**config.mk**
```make
export PLATFORM = sky130hd
export DESIGN_NAME = reg_status_table
export DESIGN_NICKNAME = d
export VERILOG_FILES = /design/src/rtl/reg_status_table.sv
export SDC_FILE = /design/constraint.sdc
export NUM_CORES = 1
export LEC_CHECK = 0
export CORE_AREA = 2 2 208 210
export DETAILED_ROUTE_END_ITERATION = 10
export DIE_AREA = 0 0 210 212
export PLACE_DENSITY = 0.62
export SYNTH_ARGS = -nofsm -noshare
export SYNTH_HDL_FRONTEND = slang
export SYNTH_SLANG_ARGS = --single-unit
```
**constraint.sdc**
```tcl
create_clock -name clk -period 8.2 [get_ports clk]
set_input_delay 1.23 -clock clk [delete_from_list [all_inputs] [get_ports clk]]
set_output_delay 1.23 -clock clk [all_outputs]
set_load 0.005 [all_outputs]
```
**src/rtl/reg_status_table.sv**
```systemverilog
// rtl/reg_status_table.sv - register status table and tag allocator for the dispatcher
module reg_status_table #(
    parameter int NUM_REGS = 32,
    parameter int TAG_W    = 6,
    localparam int IDX_W   = $clog2(NUM_REGS)
) (
    input  logic             clk,
    input  logic             rst,
    input  logic             disp_valid,
    input  logic             disp_rd_we,
    input  logic [IDX_W-1:0] disp_rd,
    input  logic [IDX_W-1:0] disp_rs1,
    input  logic [IDX_W-1:0] disp_rs2,
    output logic             disp_ready,
    output logic             disp_done,
    output logic [TAG_W-1:0] disp_rd_tag,
    output logic             rs1_pend,
    output logic [TAG_W-1:0] rs1_tag,
    output logic             rs2_pend,
    output logic [TAG_W-1:0] rs2_tag,
    output logic             tag_pull,
    input  logic [TAG_W-1:0] tag_from_fifo,
    input  logic             fifo_empty,
    input  logic             fifo_full,
    input  logic             cdb_valid,
    input  logic [TAG_W-1:0] cdb_tag,
    output logic             tag_push,
    output logic [TAG_W-1:0] tag_to_fifo,
    output logic [TAG_W:0]   inflight_cnt,
    output logic             overflow_err
);

    localparam logic [TAG_W:0] CNT_MAX = (TAG_W+1)'(1 << TAG_W);

    typedef enum logic {IDLE, WAIT} state_t;

    state_t             state_q, state_d;
    logic [NUM_REGS-1:0] pend_q;
    logic [TAG_W-1:0]   tag_q [NUM_REGS];
    logic               tag_push_q;
    logic [TAG_W-1:0]   tag_to_fifo_q;
    logic [TAG_W:0]     inflight_q, inflight_d;
    logic               overflow_q;
    logic               need_tag;
    logic               alloc_done;

    assign need_tag   = disp_rd_we && (disp_rd != '0);
    assign alloc_done = (state_q == WAIT);

    // FSM state register
    always_ff @(posedge clk) begin
        if (rst) state_q <= IDLE;
        else     state_q <= state_d;
    end

    // next state, handshake outputs and allocated tag
    always_comb begin
        state_d     = state_q;
        disp_ready  = 1'b0;
        disp_done   = 1'b0;
        tag_pull    = 1'b0;
        disp_rd_tag = '0;
        case (state_q)
            IDLE: begin
                disp_ready = !need_tag || !fifo_empty;
                if (disp_valid) begin
                    if (!need_tag) begin
                        disp_done = 1'b1;
                    end else if (!fifo_empty) begin
                        tag_pull = 1'b1;
                        state_d  = WAIT;
                    end
                end
            end
            WAIT: begin
                disp_done   = 1'b1;
                disp_rd_tag = tag_from_fifo;
                state_d     = IDLE;
            end
            default: state_d = IDLE;
        endcase
    end

    // operand lookup against the pre-write table, with same-cycle CDB bypass
    always_comb begin
        rs1_pend = 1'b0;
        rs1_tag  = '0;
        rs2_pend = 1'b0;
        rs2_tag  = '0;
        if (disp_done) begin
            if (disp_rs1 != '0 && pend_q[disp_rs1] &&
                !(cdb_valid && cdb_tag == tag_q[disp_rs1])) begin
                rs1_pend = 1'b1;
                rs1_tag  = tag_q[disp_rs1];
            end
            if (disp_rs2 != '0 && pend_q[disp_rs2] &&
                !(cdb_valid && cdb_tag == tag_q[disp_rs2])) begin
                rs2_pend = 1'b1;
                rs2_tag  = tag_q[disp_rs2];
            end
        end
    end

    // table update: CDB clears first, dispatch write overrides on the same entry
    always_ff @(posedge clk) begin
        if (rst) begin
            pend_q <= '0;
            for (int i = 0; i < NUM_REGS; i++) tag_q[i] <= '0;
        end else begin
            for (int i = 0; i < NUM_REGS; i++) begin
                if (alloc_done && need_tag && disp_rd == IDX_W'(i)) begin
                    pend_q[i] <= 1'b1;
                    tag_q[i]  <= tag_from_fifo;
                end else if (cdb_valid && pend_q[i] && tag_q[i] == cdb_tag) begin
                    pend_q[i] <= 1'b0;
                end
            end
        end
    end

    // in-flight count, saturating at both ends
    always_comb begin
        inflight_d = inflight_q;
        case ({alloc_done, tag_push_q})
            2'b10:   if (inflight_q != CNT_MAX) inflight_d = inflight_q + 1'b1;
            2'b01:   if (inflight_q != '0)      inflight_d = inflight_q - 1'b1;
            default: inflight_d = inflight_q;
        endcase
    end

    // registered tag return, counter and sticky overflow flag
    always_ff @(posedge clk) begin
        if (rst) begin
            tag_push_q    <= 1'b0;
            tag_to_fifo_q <= '0;
            inflight_q    <= '0;
            overflow_q    <= 1'b0;
        end else begin
            tag_push_q    <= cdb_valid;
            tag_to_fifo_q <= cdb_valid ? cdb_tag : '0;
            inflight_q    <= inflight_d;
            if (tag_push_q && fifo_full) overflow_q <= 1'b1;
        end
    end

    assign tag_push     = tag_push_q;
    assign tag_to_fifo  = tag_to_fifo_q;
    assign inflight_cnt = inflight_q;
    assign overflow_err = overflow_q;

endmodule

```
# Word-level counts from Yosys, hierarchy flattened
# Memory sizes are Yosys's and may differ from the RTL's.
# Cells that the tools add are included.
# classes
add_sub_neg	2
n_lt_le_gt_ge	2
n_eq_ne	70
n_mux	219
n_bitwise	34
reduce_logical	150
# op_table
operator	count
2-to-1 mux 6 bit	37
equality test 6 bit	34
2-to-1 mux 1 bit	175
logical AND 1 bit	105
equality test 5 bit, second input constant	16
nonzero test 2 bit	33
equality test 5 x 4 -> 1 bit, second input constant	8
bitwise OR 1 bit	32
equality test 5 x 3 -> 1 bit, second input constant	4
nonzero test 5 bit	3
2-to-1 mux 7 bit	2
one-hot mux 7 bit (2 select lines)	1
less-than comparator 5 x 6 -> 1 bit, second input constant	2
binary-select mux 1 bit (select 5 bit)	2
equality test 5 x 2 -> 1 bit, second input constant	2
adder 7 x 1 -> 7 bit, second input constant	1
!= test 7 bit, second input constant	1
nonzero test 7 bit	1
subtractor 7 x 1 -> 7 bit, second input constant	1
equality test 5 x 1 -> 1 bit, second input constant	1
zero test 5 bit	1
zero test 1 bit	4
!= test 2 bit, second input constant	2
one-hot mux 1 bit (2 select lines)	2
6 further kinds	7
# totals
ff_bits	48
ram_bits	192
in_bits	34
out_inout_bits	38
elab_cells	515
memories	1
# memory_table
memory	depth	word_bits	rd	rd_ports_with_merged_regs	wr	line_no	rtl
tag_q	32	6	34	0	32	39	logic [TAG_W-1:0] tag_q [NUM_REGS];

# Longest topological paths before layout
# depth
ltp_word	8
ltp_mapped	11
ltp_nobuf	10

# Worst setup path before layout
# Ideal clock, no wire load.
# synth_path
path_kind	input -> output
from	input port disp_rs2[0]
to	output port rs2_tag[4]
arrival_ps	3311
t_required_ps	6970
path_slack_ps	3659
stages	7
path_buffers	3
path_cell_list	buf_6 buf_2 buf_2 mux4_2 mux4_2 o211ai_1 a211oi_1
# synth_via
elab_chain_len	7
word_cells_on_any_way	11
cone_classes	1 x eq/ne; 4 x mux; 5 x reduce/logical; 1 x memory
# synth_lines
item	line_no	rtl
start: declaration	13	input logic [IDX_W-1:0] disp_rs2,
memory read (32 x 6 bit)	-	
equality test 6 bit	97	!(cdb_valid && cdb_tag == tag_q[disp_rs2])) begin
logical AND 1 bit	97	
zero test 1 bit	97	
logical AND 1 bit	96	if (disp_rs2 != '0 && pend_q[disp_rs2] &&
2-to-1 mux 6 bit *	96	
2-to-1 mux 6 bit *	90	if (disp_done) begin
end: declaration	20	output logic [TAG_W-1:0] rs2_tag,
# Every way passes the cells marked *; elsewhere a longest branch is shown, timed or not. The select of a mux whose other input is x is not followed.

# Worst setup path after layout
# layout_path
from	input port disp_rs1[3]
to	output port rs1_tag[5]
# layout_via
elab_chain_len	7
word_cells_on_any_way	11
cone_classes	1 x eq/ne; 4 x mux; 5 x reduce/logical; 1 x memory
# layout_lines
item	line_no	rtl
start: declaration	12	input logic [IDX_W-1:0] disp_rs1,
memory read (32 x 6 bit)	-	
equality test 6 bit	92	!(cdb_valid && cdb_tag == tag_q[disp_rs1])) begin
logical AND 1 bit	92	
zero test 1 bit	92	
logical AND 1 bit	91	if (disp_rs1 != '0 && pend_q[disp_rs1] &&
2-to-1 mux 6 bit *	91	
2-to-1 mux 6 bit *	90	
end: declaration	18	output logic [TAG_W-1:0] rs1_tag,
# Marks and branches as above.

==> impl_metrics.prom <==
# TYPE chip_impl_metric gauge
chip_impl_metric{name="clk_latency",unit="ns"} 0.56
chip_impl_metric{name="tritoncts_num_sinks",unit=""} 239
chip_impl_metric{name="dr.pass1.iters",unit=""} 5
chip_impl_metric{name="floorplan.die.height",unit="um"} 212
chip_impl_metric{name="finalWorstPathRequiredPeriod",unit="ns"} 6.53
chip_impl_metric{name="count_of_pins_over_their_slew_limit",unit=""} 0
chip_impl_metric{name="routed-via-count",unit=""} 11100
chip_impl_metric{name="synth_top_area_share",unit=""} 0.395
chip_impl_metric{name="worst_pin_slew",unit="ns"} 1.14
chip_impl_metric{name="area_delta_synth_final",unit="%"} 13.2
chip_impl_metric{name="port-buffer-count",unit=""} 71
chip_impl_metric{name="finalClockSkew",unit="ns"} 0.0114
chip_impl_metric{name="setup_violating_endpoint_count_in_the_final_report",unit=""} 0
chip_impl_metric{name="reg2reg_setup_slack",unit="ns"} 5.22
chip_impl_metric{name="report.final.hold_viol_count",unit=""} 0
chip_impl_info{name="reg2reg_to",value="inflight_cnt[6]$_SDFFE_PP0P_"} 1
chip_impl_metric{name="total_routing_resource_utilization_after_global_routing",unit=""} 0.228
chip_impl_metric{name="cts_max_level",unit=""} 1
chip_impl_info{name="crit_end",value="rs1_tag[5]"} 1
chip_impl_metric{name="maximum_buffer_depth_of_the_clock_tree",unit=""} 3
chip_impl_metric{name="die_area",unit="um2"} 44500
chip_impl_metric{name="fmaxAchievable",unit="MHz"} 153
chip_impl_metric{name="io-pin-count",unit=""} 72
chip_impl_metric{name="final.setup.tns",unit="ns"} 0
chip_impl_metric{name="grt_pass1_wl",unit="mm"} 73.6
chip_impl_info{name="netlist.top_cell.by_area",value="sky130_fd_sc_hd__edfxtp_1"} 1
chip_impl_metric{name="yosys_register_bits",unit=""} 239
chip_impl_metric{name="first_global_vias",unit=""} 10800
chip_impl_metric{name="yosys.cell_types.count",unit=""} 61
chip_impl_info{name="post_synth_most_frequent_cells",value="sky130_fd_sc_hd__edfxtp_1 (192), sky130_fd_sc_hd__nor2_1 (126), sky130_fd_sc_hd__xor2_1 (99), sky130_fd_sc_hd__xnor2_1 (97), sky130_fd_sc_hd__mux4_2 (75)"} 1
chip_impl_metric{name="cts_resized",unit=""} 0
chip_impl_metric{name="ctsHoldBuffers",unit=""} 0
chip_impl_metric{name="fillers",unit=""} 4029
chip_impl_info{name="setup.worst_path.end_class",value="output pin"} 1
chip_impl_metric{name="worst-endpoint-required",unit="ns"} 6.97
chip_impl_metric{name="reg2regPathDepth",unit=""} 10
chip_impl_info{name="cts_tree",value="yes"} 1
chip_impl_metric{name="dr.first_iter.drc_count",unit=""} 1237
chip_impl_metric{name="cts_buffers",unit=""} 28
chip_impl_metric{name="grt_max_degree",unit=""} 85
chip_impl_metric{name="detailed_place_hpwl",unit="mm"} 34.9
chip_impl_info{name="min-delay-path-class",value="flop to flop"} 1
chip_impl_info{name="grt_setup_unrepaired",value="false"} 1
chip_impl_metric{name="postSynthCellCount",unit=""} 1212
chip_impl_info{name="cts_root_buffer",value="sky130_fd_sc_hd__clkbuf_16"} 1
chip_impl_metric{name="synth-async-reset-ratio",unit=""} 0
chip_impl_metric{name="gpl.final_weighted_congestion",unit=""} 0.952
chip_impl_info{name="reg2reg_from",value="alloc_done$_SDFF_PP0_"} 1
chip_impl_metric{name="core",unit="um2"} 42500
chip_impl_info{name="criticalPathCategory",value="input pin to output pin"} 1
chip_impl_info{name="status",value="completed"} 1
chip_impl_metric{name="cts_setup_buffers",unit=""} 0
chip_impl_info{name="launching_element_type_of_the_critical_path",value="input pin"} 1
chip_impl_info{name="launching_instance_or_port_of_the_critical_path",value="disp_rs1[3]"} 1
chip_impl_info{name="postSynth.topFlopCell",value="sky130_fd_sc_hd__edfxtp_1"} 1
chip_impl_metric{name="cellLeakagePower",unit="nW"} 5.62
chip_impl_metric{name="ant_nets",unit=""} 0
chip_impl_metric{name="period_utilization_post_route",unit=""} 0.797
chip_impl_metric{name="drive_above_1_share",unit=""} 0.139
chip_impl_metric{name="drc_errors",unit=""} 0
chip_impl_metric{name="cts.reportedPaths.clkPinSlew",unit="ns"} 0.05
chip_impl_metric{name="avgSynthCellArea",unit="um2"} 12.1
chip_impl_metric{name="initial_utilization",unit=""} 0.344
chip_impl_metric{name="fp-row-count",unit=""} 76
chip_impl_metric{name="die_w",unit="um"} 210
chip_impl_metric{name="globalRoute.totalOverflow",unit=""} 0
chip_impl_metric{name="critPathArrivalTime",unit="ns"} 5.30
chip_impl_info{name="synthMostInstantiatedCell",value="sky130_fd_sc_hd__edfxtp_1"} 1
chip_impl_metric{name="detail_route.wirelength",unit="mm"} 50.7
chip_impl_metric{name="fin_nets",unit=""} 1282
chip_impl_metric{name="routed_len_inst",unit="um"} 28.0
chip_impl_info{name="synth.top_cells.by_area",value="sky130_fd_sc_hd__edfxtp_1 (39%), sky130_fd_sc_hd__mux4_2 (12%), sky130_fd_sc_hd__dfxtp_1 (6.4%)"} 1
chip_impl_metric{name="synth_edf_count",unit=""} 192
chip_impl_metric{name="vdd_ir_drop_max",unit="mV"} 0.167
chip_impl_metric{name="yosysSeqAreaShare",unit=""} 0.459
chip_impl_metric{name="synth_warnings",unit=""} 0
chip_impl_metric{name="maximum_fanout_along_the_worst_path",unit=""} 16
chip_impl_metric{name="drv_cap",unit=""} 0
chip_impl_metric{name="slew_headroom",unit=""} 0.242
chip_impl_metric{name="p_per_area",unit="nW/um2"} 190
chip_impl_metric{name="grt_antenna_before_repair",unit=""} 3
chip_impl_metric{name="synth_area",unit="um2"} 14600
chip_impl_metric{name="post-route-worst-setup-slack",unit="ns"} 1.67
chip_impl_metric{name="place_worst_setup_slack",unit="ns"} 1.83
chip_impl_metric{name="route.detailed.vias_per_inst",unit=""} 6.11
power by group:
group / internal, mW / switching, mW
clock: 0.700 / 0.501
sequential: 1.38 / 0.0758
combinational: 0.203 / 0.280
total: 2.28 / 0.857
metrics by stage:
step / area [um2] / hold slack, ns / utilization / total power, mW / instances
CTS: 16500 / 0.480 / 0.389 / 3.14 / 1810
global placement: 15700 / 0.460 / 0.369 / 1.94 / 1758
floorplan: 14600 / 0.449 / - / 1.77 / 1217
detailed placement: 15700 / 0.471 / 0.369 / 1.95 / 1758
global route: 16500 / 0.510 / 0.389 / 3.23 / 1810
finish: 16500 / 0.481 / 0.389 / 3.14 / 1813
metal layers:
metal | vias up | GRT usage | part of all wire
li1 | 4632 | - | -
met1 | 5555 | 0.309 | 0.40
met2 | 763 | 0.342 | 0.43
met3 | 131 | 0.0690 | 0.13
met4 | 4 | 0.0888 | 0.039
met5 | - | 0 | 0.00059
critical path: stages:
cell	delay, ns
sky130_fd_sc_hd__clkdlybuf4s50_1	0.99
sky130_fd_sc_hd__nor2b_1	0.82
sky130_fd_sc_hd__a22oi_1	0.30
sky130_fd_sc_hd__a211oi_1	0.66
sky130_fd_sc_hd__xnor2_1	0.11
sky130_fd_sc_hd__and2_0	0.28
sky130_fd_sc_hd__a311oi_1	0.34
sky130_fd_sc_hd__clkdlybuf4s50_1	0.55
state kept, by name, summed over array words and instances (netlist names):
name	cells
tag_to_fifo	6
tag_q	192
tag_push	1
pend_q	31
alloc_done	1
inflight_cnt	7
overflow_err	1
cell type report:
class | count | area, um2 | area share
multi-input combinational | 866 | 7410 | 0.448
sequential | 239 | 6710 | 0.405
timing repair buffer | 92 | 808 | 0.0489
clock buffer | 45 | 806 | 0.0487
tap | 546 | 683 | 0.0413
clock inverter | 7 | 61.3 | 0.00371
inverter | 15 | 56.3 | 0.00340
antenna | 3 | 7.51 | 0.000454
how the worst min path moves through the flow:
stage	startpoint	to	slack [ns]	cells after the start
2_1_floorplan	pend_q[3]$_SDFFE_PP0P_	pend_q[3]$_SDFFE_PP0P_	0.45	2
3_3_place_gp	overflow_err$_SDFFE_PP0P_	overflow_err$_SDFFE_PP0P_	0.46	2
3_5_place_dp	pend_q[19]$_SDFFE_PP0P_	pend_q[19]$_SDFFE_PP0P_	0.47	2
4_1_cts	pend_q[19]$_SDFFE_PP0P_	pend_q[19]$_SDFFE_PP0P_	0.48	2
5_1_grt	pend_q[22]$_SDFFE_PP0P_	pend_q[22]$_SDFFE_PP0P_	0.51	2
6_report	overflow_err$_SDFFE_PP0P_	overflow_err$_SDFFE_PP0P_	0.48	2
kinds of logic after synthesis:
family / Yosys count / share of synthesized area
buffers and inverters: 112 / 0.0353
and+or+nand+nor: 342 / 0.119
muxes: 147 / 0.181
DFF: 239 / 0.459
xor gates and xnor gates: 196 / 0.117
other: 1 / 0.000257
AOI/OAI and AO/OA: 169 / 0.0824
adders and majority gates: 6 / 0.00565
layout by cell type (no fill, tap or decap), types with 14 or more instances in the layout:
cell                                n
sky130_fd_sc_hd__edfxtp_1         192
sky130_fd_sc_hd__nor2_1           126
sky130_fd_sc_hd__xor2_1            99
sky130_fd_sc_hd__xnor2_1           97
sky130_fd_sc_hd__mux4_2            75
sky130_fd_sc_hd__clkdlybuf4s50_1   58
sky130_fd_sc_hd__nand2_1           49
sky130_fd_sc_hd__nand2b_1          48
sky130_fd_sc_hd__dfxtp_1           47
sky130_fd_sc_hd__a21oi_1           45
sky130_fd_sc_hd__mux2i_1           40
sky130_fd_sc_hd__nand4_1           32
sky130_fd_sc_hd__o41ai_1           31
sky130_fd_sc_hd__clkbuf_16         29
sky130_fd_sc_hd__buf_4             23
sky130_fd_sc_hd__mux2_2            19
sky130_fd_sc_hd__and2_1            17
sky130_fd_sc_hd__inv_1             15
sky130_fd_sc_hd__nor3_1            14
sky130_fd_sc_hd__a211oi_1          14
sky130_fd_sc_hd__clkbuf_1          14
(Power assumes the default switching activity.)
